===== src/rtl/fetch_unit.sv =====
// Instruction-fetch stage: one outstanding imem request, output register plus
// a 1-entry skid, and squash of in-flight fetches on redirect.
module fetch_unit #(
    parameter logic [31:0] RESET_PC  = 32'h0000_0000,
    parameter logic [31:0] NOP_INSTR = 32'h0000_0013
) (
    input  logic        clk,
    input  logic        rstn,
    input  logic        enable,
    output logic        fin,
    input  logic        stall,
    input  logic        redirect,
    input  logic [31:0] redirect_pc,
    output logic        imem_req,
    output logic [31:0] imem_addr,
    input  logic        imem_ack,
    input  logic [31:0] imem_rdata,
    output logic [31:0] pc,
    output logic [31:0] instr,
    output logic        valid
);

    typedef enum logic [1:0] {S_IDLE, S_REQ, S_WAIT, S_HOLD} state_t;

    state_t      state, state_nxt;
    logic [31:0] fetch_pc, fetch_pc_nxt;
    logic [31:0] pc_nxt, instr_nxt;
    logic        valid_nxt;
    logic [31:0] skid_pc, skid_pc_nxt;
    logic [31:0] skid_instr, skid_instr_nxt;
    logic        squash, squash_nxt;

    assign fin = valid;

    always_comb begin
        state_nxt      = state;
        fetch_pc_nxt   = fetch_pc;
        pc_nxt         = pc;
        instr_nxt      = instr;
        valid_nxt      = valid;
        skid_pc_nxt    = skid_pc;
        skid_instr_nxt = skid_instr;
        squash_nxt     = squash;

        // Decode takes the current word; any load below overrides this.
        if (valid && !stall) begin
            valid_nxt = 1'b0;
            instr_nxt = NOP_INSTR;
        end

        case (state)
            S_IDLE: if (enable) state_nxt = S_REQ;
            S_REQ:  state_nxt = S_WAIT;
            S_WAIT: begin
                if (imem_ack) begin
                    if (squash) begin
                        squash_nxt = 1'b0;
                        state_nxt  = S_REQ;
                    end else if (!valid || !stall) begin
                        pc_nxt       = fetch_pc;
                        instr_nxt    = imem_rdata;
                        valid_nxt    = 1'b1;
                        fetch_pc_nxt = fetch_pc + 32'd4;
                        state_nxt    = enable ? S_REQ : S_IDLE;
                    end else begin
                        skid_pc_nxt    = fetch_pc;
                        skid_instr_nxt = imem_rdata;
                        fetch_pc_nxt   = fetch_pc + 32'd4;
                        state_nxt      = S_HOLD;
                    end
                end
            end
            S_HOLD: begin
                if (!stall) begin
                    pc_nxt    = skid_pc;
                    instr_nxt = skid_instr;
                    valid_nxt = 1'b1;
                    state_nxt = enable ? S_REQ : S_IDLE;
                end
            end
            default: state_nxt = S_IDLE;
        endcase

        // Redirect wins over stall and over any ack load above.
        if (redirect) begin
            valid_nxt      = 1'b0;
            instr_nxt      = NOP_INSTR;
            skid_pc_nxt    = 32'h0;
            skid_instr_nxt = 32'h0;
            fetch_pc_nxt   = redirect_pc & 32'hFFFF_FFFC;
            case (state)
                S_REQ: begin
                    state_nxt  = S_WAIT;
                    squash_nxt = 1'b1;
                end
                S_WAIT: begin
                    if (imem_ack) begin
                        state_nxt  = S_REQ;
                        squash_nxt = 1'b0;
                    end else begin
                        state_nxt  = S_WAIT;
                        squash_nxt = 1'b1;
                    end
                end
                default: state_nxt = enable ? S_REQ : S_IDLE;
            endcase
        end
    end

    always_ff @(posedge clk or negedge rstn) begin
        if (!rstn) begin
            state      <= S_IDLE;
            fetch_pc   <= RESET_PC;
            pc         <= RESET_PC;
            instr      <= NOP_INSTR;
            valid      <= 1'b0;
            imem_req   <= 1'b0;
            imem_addr  <= RESET_PC;
            skid_pc    <= 32'h0;
            skid_instr <= 32'h0;
            squash     <= 1'b0;
        end else begin
            state      <= state_nxt;
            fetch_pc   <= fetch_pc_nxt;
            pc         <= pc_nxt;
            instr      <= instr_nxt;
            valid      <= valid_nxt;
            skid_pc    <= skid_pc_nxt;
            skid_instr <= skid_instr_nxt;
            squash     <= squash_nxt;
            // imem_req is high exactly while in REQ; the address is only
            // captured on entry so it stays put until the ack.
            imem_req   <= (state_nxt == S_REQ);
            if (state_nxt == S_REQ)
                imem_addr <= fetch_pc_nxt;
        end
    end

endmodule

===== config.mk =====
export PLATFORM = sky130hd
export DESIGN_NAME = fetch_unit
export DESIGN_NICKNAME = d
export VERILOG_FILES = /design/src/rtl/fetch_unit.sv
export SDC_FILE = /design/constraint.sdc
export NUM_CORES = 1
export LEC_CHECK = 0
export CELL_PAD_IN_SITES_DETAIL_PLACEMENT = 0
export CELL_PAD_IN_SITES_GLOBAL_PLACEMENT = 1
export CORE_ASPECT_RATIO = 0.5
export CORE_MARGIN = 1.5
export CORE_UTILIZATION = 36
export DETAILED_ROUTE_END_ITERATION = 7
export PLACE_DENSITY_LB_ADDON = 0.12
export SYNTH_ARGS = -nofsm -noshare
export SYNTH_HDL_FRONTEND = slang
export SYNTH_SLANG_ARGS = --single-unit
export TNS_END_PERCENT = 10

===== constraint.sdc =====
create_clock -name clk -period 3.2 [get_ports clk]
set_input_delay 0.64 -clock clk [delete_from_list [all_inputs] [get_ports clk]]
set_output_delay 0.64 -clock clk [all_outputs]
set_load 0.05 [all_outputs]

==> flow_summary_export.csv, run 1 <==
group,metric,value,unit
outcome,status,"completed",
yosys,synthCells,989,
clock_tree,htree_levels,4,
sta,worst_slew_pin_slew,0.8754,ns
placement,placed_cell_area,11590,um2
clock_tree,cts_sinks,197,
route,vias,7876,
setup_path,cp_slowest_stage_delay,0.69,ns
power_and_ir_drop,p_leak,4.871,nW
final_layout,layout-drive-gt1-share,0.1187,
die,start_util,0.3722,
yosys,ys.flop_type,"dfrtp_1",
setup_path,r2r_start,"state[0]$_DFF_PN0_",
die,coreArea,25600,um2
yosys,synth_mux_area_frac,0.1098,
route,antenna_left,0,
placement,dp_hpwl,17880,um
sta,slew_violations,0,
yosys,synth.top_cell.area_share,0.5095,
run,cap_violations,0,
setup_path,crit_fanout,9,
global_routing,gr-total-overflow,0,
die,dieHeight,118.0,um
yosys,yosysWarnings,0,
final_layout,fin_cells,1482,
global_routing,grt_pass1_vias,7952,
setup_path,path_class,"register to register",
power_and_ir_drop,sw_frac_of_total,0.4113,
global_routing,grt_max_degree,65,
yosys,synth_compound_area_frac,0.1581,
power_and_ir_drop,switchingPower,0.004182,W
die,fp.dieArea,27510,um2
setup_path,cp-start-kind,"register",
sta,fin_worst_skew,0.007296,ns
global_routing,antenna_found_initial,2,
power_and_ir_drop,combPwrFrac,0.433,
yosys,yosysUniqueCellTypes,53,
global_routing,grtUsageMet3,0.04312,
route,vias_per_cell,5.314,
yosys,yosys-top-cells-area,"dfrtp_1, nand2_1, mux2_2",
global_routing,grtUsageTotal,0.2080,
final_layout,final_common_cell,"nand2_1",
placement,post-place-ws,0.1218,ns
setup_path,critical_path.startpoint,"state[0]$_DFF_PN0_",
clock_tree,cts_buffer_depth,2,
global_routing,grt_use_met1,0.2919,
setup_path,arrival,3.18,ns
yosys,yosys.area_share.adder,0.006566,
sta,finalCriticalPeriod,2.844,ns
sta,fin_tns_setup,0,ns
route,post_drt_wl_per_cell,18.72,um
route,drt_first_pass_iters,5,
global_routing,met2_usage,0.3251,
yosys,synth_top_family_by_area,"compound AO/OA/AOI/OAI gates",
sta,setup_viol,0,
setup_path,slowest_stage,"or4_1",
placement,gp_congestion,0.7427,
final_layout,final_area,12250,um2
placement,placedCellCount,1449,
yosys,synth_edf_count,0,
setup_path,path_cells,"inv_1, ha_1, nand4b_2, or4_1, o31a_1, o31a_1, mux2_2",
power_and_ir_drop,pwr-share-clk,0.237,
global_routing,grt-busiest-layer,"met2",
final_layout,fin_util,0.4787,
clock_tree,cts_tree,"built",
setup_path,end_kind,"register",
setup_path,crit_top_cell,"o31a_1",
die,row_count,41,
die,io_pins,169,
clock_tree,clock_latency,0.45,ns
setup_path,endpoint,"imem_addr[28]$_DFFE_PN0N_",
route,routed_wl,27740,um
route,drtIter0Drc,609,
clock_tree,post_cts_buffers,0,
yosys,synth_nets,1064,
yosys,yosys.area_share.simple,0.1564,
clock_tree,cts.reportedPaths.clkPinSlew,0.07,ns
yosys,ys_seq_area_frac,0.5178,
clock_tree,cts-root-buf,"clkbuf_16",
route,drc_errors,0,
final_layout,area_growth,28.60,%
sta,relSlewSlack,0.4164,
yosys,synth-xor-area-share,0.01103,
power_and_ir_drop,seqPwrFrac,0.330,
sta,fin_crit_sh,0.8887,
yosys,synth_area_per_cell,9.634,um2
clock_tree,cts-resized-gates,0,
sta,fmax,351.6,MHz
setup_path,worst-r2r-cell-count,7,
clock_tree,cts_made_buffers,17,
final_layout,finalNetCount,1199,
setup_path,rr_endpoint,"imem_addr[28]$_DFFE_PN0N_",
global_routing,grt_pass1_wl,44380,um
clock_tree,hold_buffers,0,
sta,hold_viol_final,0,
power_and_ir_drop,p_per_area,829.9,nW/um2
yosys,async_flop_share,1.000,
setup_path,regToRegSetupSlack,0.36,ns
sta,rsz0062_at_grt,"false",
power_and_ir_drop,internal-power,0.005987,W
sta,worst_slack,0.3562,ns
final_layout,layout_common_cells,"nand2_1, dfrtp_1, clkdlybuf4s50_1, a21oi_1, mux2_2",
placement,port_buffers,166,
min_path,hold_class,"input pin to asynchronous set/reset pin",
setup_path,cp.required,3.54,ns
yosys,synth_largest_area_cell,"dfrtp_1",
die,chipWidth,233.1,um
power_and_ir_drop,ir_drop,416.2,uV
yosys,synth_area,9528,um2
yosys,synth-seq-cells,197,
[worst max-delay path: cells and delay by family (launching register included)]
| kind | cells | cell delay (ns) |
|---|---|---|
| buf+inv | 1 | 0.11 |
| flops | 1 | 0.44 |
| fa+ha+maj | 1 | 0.36 |
| compound gates | 2 | 0.61 |
| mux | 1 | 0.26 |
| simple gates | 2 | 0.94 |
[routing by layer]
layer	up-vias	part of all wire
met3	22	0.040
li1	3746	-
met5	-	0.00047
met2	141	0.47
met1	3965	0.48
met4	2	0.012
[layout make-up]
| class | instances | area [um2] |
|---|---|---|
| Antenna cell | 1 | 2.502 |
| Inverter | 11 | 41.29 |
| Fill cell | 2423 | 13350 |
| Clock buffer | 21 | 460.4 |
| Timing Repair Buffer | 197 | 1928 |
| Sequential cell | 197 | 4933 |
| Multi-Input combinational cell | 700 | 4259 |
| Clock inverter | 11 | 197.7 |
| Tap cell | 344 | 430.4 |
[cell usage after synthesis (all sizes together) (10+ instances only)]
cell type  number
nand2         222
dfrtp         194
a21oi         103
clkbuf         65
mux2           60
o21ai          51
mux2i          37
nand3          35
a22oi          31
a21o           29
nor2           21
a31oi          16
buf            16
or4            13
inv            11
o31ai          10
[how the worst min path moves through the flow]
stage | startpoint | end | slack, ns
global route | rstn | skid_instr[22]$_DFFE_PN0P_ | 0.18
CTS | rstn | skid_instr[22]$_DFFE_PN0P_ | 0.16
global placement | pc[18]$_DFFE_PN0P_ | pc[18]$_DFFE_PN0P_ | 0.46
floorplan | rstn | fetch_pc[0]$_DFF_PN0_ | 0.34
detailed placement | pc[5]$_DFFE_PN0P_ | pc[5]$_DFFE_PN0P_ | 0.47
finish | rstn | skid_instr[22]$_DFFE_PN0P_ | 0.15
[sequential cells by signal, summed over array words and instances (netlist names)]
register,cells
fetch_pc,32
imem_addr,32
instr,32
pc,32
skid_instr,32
skid_pc,32
state,2
fin,1
imem_req,1
squash,1
[per-stage QoR]
step                      total power (W)  hold slack [ns]
after CTS                         0.01030           0.1605
after detailed placement         0.007850           0.4693
after global placement           0.007815           0.4646
after floorplan                  0.006253           0.3444
final                             0.01017           0.1542
after global routing              0.01067           0.1801
[power groups by stage]
stage                     Sequential, W  Combinational, W  Clock [W]
after CTS                       0.00336           0.00445    0.00249
after floorplan                 0.00477           0.00148          0
final                           0.00335           0.00440    0.00241
after detailed placement        0.00341           0.00444          0
after global routing            0.00342           0.00467    0.00258
after global placement          0.00340           0.00441          0
[logic make-up after synthesis]
family                     after synthesis
and+or+nand+nor                        334
buffers and inverters                   92
AOI/OAI and AO/OA                      252
adders and majority gates                5
xor gates and xnor gates                12
DFF                                    197
muxes                                   97
No activity file was read; power rests on OpenSTA's default activity.
==> run 2: changes to the inputs <==
--- a/config.mk
+++ b/config.mk
@@ -7,7 +7,7 @@
 export LEC_CHECK = 0
 export CELL_PAD_IN_SITES_DETAIL_PLACEMENT = 0
 export CELL_PAD_IN_SITES_GLOBAL_PLACEMENT = 1
-export CORE_ASPECT_RATIO = 0.5
+export CORE_ASPECT_RATIO = 1.1
 export CORE_MARGIN = 1.5
 export CORE_UTILIZATION = 36
 export DETAILED_ROUTE_END_ITERATION = 7
==> run 2 against run 1 <==
Effect of this change:
- final cell count is 0.34% higher
- clock power shrank 12%
- sequential power barely moved
- hold slack better by 0.071 ns
- critical path type unchanged
- largest power group unchanged
==> flow_summary_export.csv, run 2 (synthesized netlist as in run 1, its figures left out) <==
group,metric,value,unit
clock_tree,cts.reportedPaths.clkPinSlew,0.08,ns
power_and_ir_drop,p_per_area,815.2,nW/um2
setup_path,cp.required,3.56,ns
route,vias_per_cell,5.184,
die,fp.dieArea,27450,um2
clock_tree,cts-root-buf,"clkbuf_16",
final_layout,finalNetCount,1195,
sta,fin_tns_setup,0,ns
clock_tree,clock_latency,0.43,ns
clock_tree,cts_made_buffers,17,
setup_path,arrival,3.17,ns
sta,hold_viol_final,0,
route,post_drt_wl_per_cell,18.19,um
power_and_ir_drop,p_leak,4.826,nW
sta,finalCriticalPeriod,2.810,ns
setup_path,path_cells,"inv_1, ha_1, nand4b_2, or3_1, or4_1, a31oi_1, mux2_2",
final_layout,final_area,12180,um2
setup_path,end_kind,"register",
route,antenna_left,0,
sta,rsz0062_at_grt,"false",
setup_path,cp-start-kind,"register",
placement,port_buffers,166,
global_routing,met2_usage,0.3273,
global_routing,grt-busiest-layer,"met2",
route,drt_first_pass_iters,4,
setup_path,path_buf_inv,1,
sta,setup_viol,0,
clock_tree,hold_buffers,0,
route,vias,7709,
route,drtIter0Drc,382,
clock_tree,cts-resized-gates,0,
run,cap_violations,0,
final_layout,final_common_cell,"nand2_1",
final_layout,n_fill_cell,2571,
sta,slew_violations,0,
power_and_ir_drop,ir_drop,343.3,uV
route,drc_errors,0,
global_routing,grtUsageTotal,0.2035,
sta,fin_worst_skew,0.01721,ns
setup_path,path_class,"register to register",
global_routing,grt_pass1_vias,7806,
die,dieHeight,173.6,um
final_layout,area_growth,27.83,%
setup_path,cp_slowest_stage_delay,0.67,ns
power_and_ir_drop,p_total,0.009929,W
final_layout,regArea,4933,um2
global_routing,gr-total-overflow,0,
setup_path,r2r_start,"state[0]$_DFF_PN0_",
sta,fmax,355.9,MHz
clock_tree,htree_levels,4,
final_layout,multi_input_area,4259,um2
sta,worst_slew_pin_slew,0.8488,ns
global_routing,grt_max_degree,75,
global_routing,grt_use_met1,0.2749,
placement,dp_hpwl,17170,um
die,coreArea,26070,um2
clock_tree,cts_buffer_depth,2,
sta,holdWs,0.2248,ns
placement,placed_cell_area,11580,um2
clock_tree,cts_tree,"built",
setup_path,critical_path.startpoint,"state[0]$_DFF_PN0_",
setup_path,slowest_stage,"or3_1",
die,start_util,0.3655,
die,io_pins,169,
sta,fin_crit_sh,0.8780,
placement,gp_congestion,0.7618,
clock_tree,cts_sinks,197,
final_layout,layout-drive-gt1-share,0.1174,
min_path,hold_class,"input pin to asynchronous set/reset pin",
setup_path,crit_fanout,16,
global_routing,grt_pass1_wl,43360,um
setup_path,cpLargestDelayFamily,"simple AND/OR/NAND/NOR gates",
final_layout,layout_common_cells,"nand2_1, dfrtp_1, clkdlybuf4s50_1, a21oi_1, mux2_2",
die,chipWidth,158.1,um
route,routed_wl,27050,um
global_routing,grtUsageMet3,0.05125,
die,row_count,62,
outcome,status,"completed",
global_routing,antenna_found_initial,2,
clock_tree,post_cts_buffers,0,
sta,relSlewSlack,0.4342,
-- run 2: final cells by class --
cell class | instances | area share
flip-flops and latches | 197 | 0.4051
multi-input cells | 700 | 0.3497
repair buffers | 193 | 0.1569
clock buffers | 19 | 0.03719
well taps | 352 | 0.03616
clock inverters | 13 | 0.01120
inverters | 11 | 0.003390
diodes | 2 | 0.0004109
-- run 2: layer usage --
metal | vias to the layer above | share of wire
met1 | 3785 | 0.45
met4 | 0 | 0.0082
met3 | 13 | 0.059
met5 | - | 0
met2 | 176 | 0.48
li1 | 3735 | -
-- run 2: per-stage QoR --
| stage | util | worst slack, ns | instances |
|---|---|---|---|
| final | 0.4673 | 0.3904 | 1487 |
| after global routing | 0.4671 | 0.2131 | 1485 |
| after CTS | 0.4671 | 0.3866 | 1485 |
| after detailed placement | 0.4445 | 0.02853 | 1453 |
| after global placement | 0.4445 | 0.03239 | 1453 |
| after floorplan | - | 0.5075 | 989 |
-- run 2: final timing paths --
path | end | slack [ns] | cells past startpoint
max | imem_addr[27]$_DFFE_PN0N_ | 0.39 | 7
min | pc[14]$_DFFE_PN0P_ | 0.22 | 1
max reg2reg | imem_addr[27]$_DFFE_PN0N_ | 0.39 | 7
min reg2reg | pc[21]$_DFFE_PN0P_ | 0.48 | 2
max in group asynchronous | skid_pc[26]$_DFFE_PN0P_ | 2.06 | 2
min in group clk | pc[21]$_DFFE_PN0P_ | 0.48 | 2
-- run 2: where the power goes --
part	internal, W	switching [W]	total, W
logic	0.00159	0.00285	0.00444
registers	0.00299	0.000373	0.00336
clock network	0.00108	0.00105	0.00213
total	0.00566	0.00427	0.00993
-- run 2: worst reg2reg max path, stage by stage (launching register included) --
cell	delay, ns
dfrtp_1	0.44
inv_1	0.11
ha_1	0.36
nand4b_2	0.23
or3_1	0.67
or4_1	0.55
a31oi_1	0.21
mux2_2	0.17
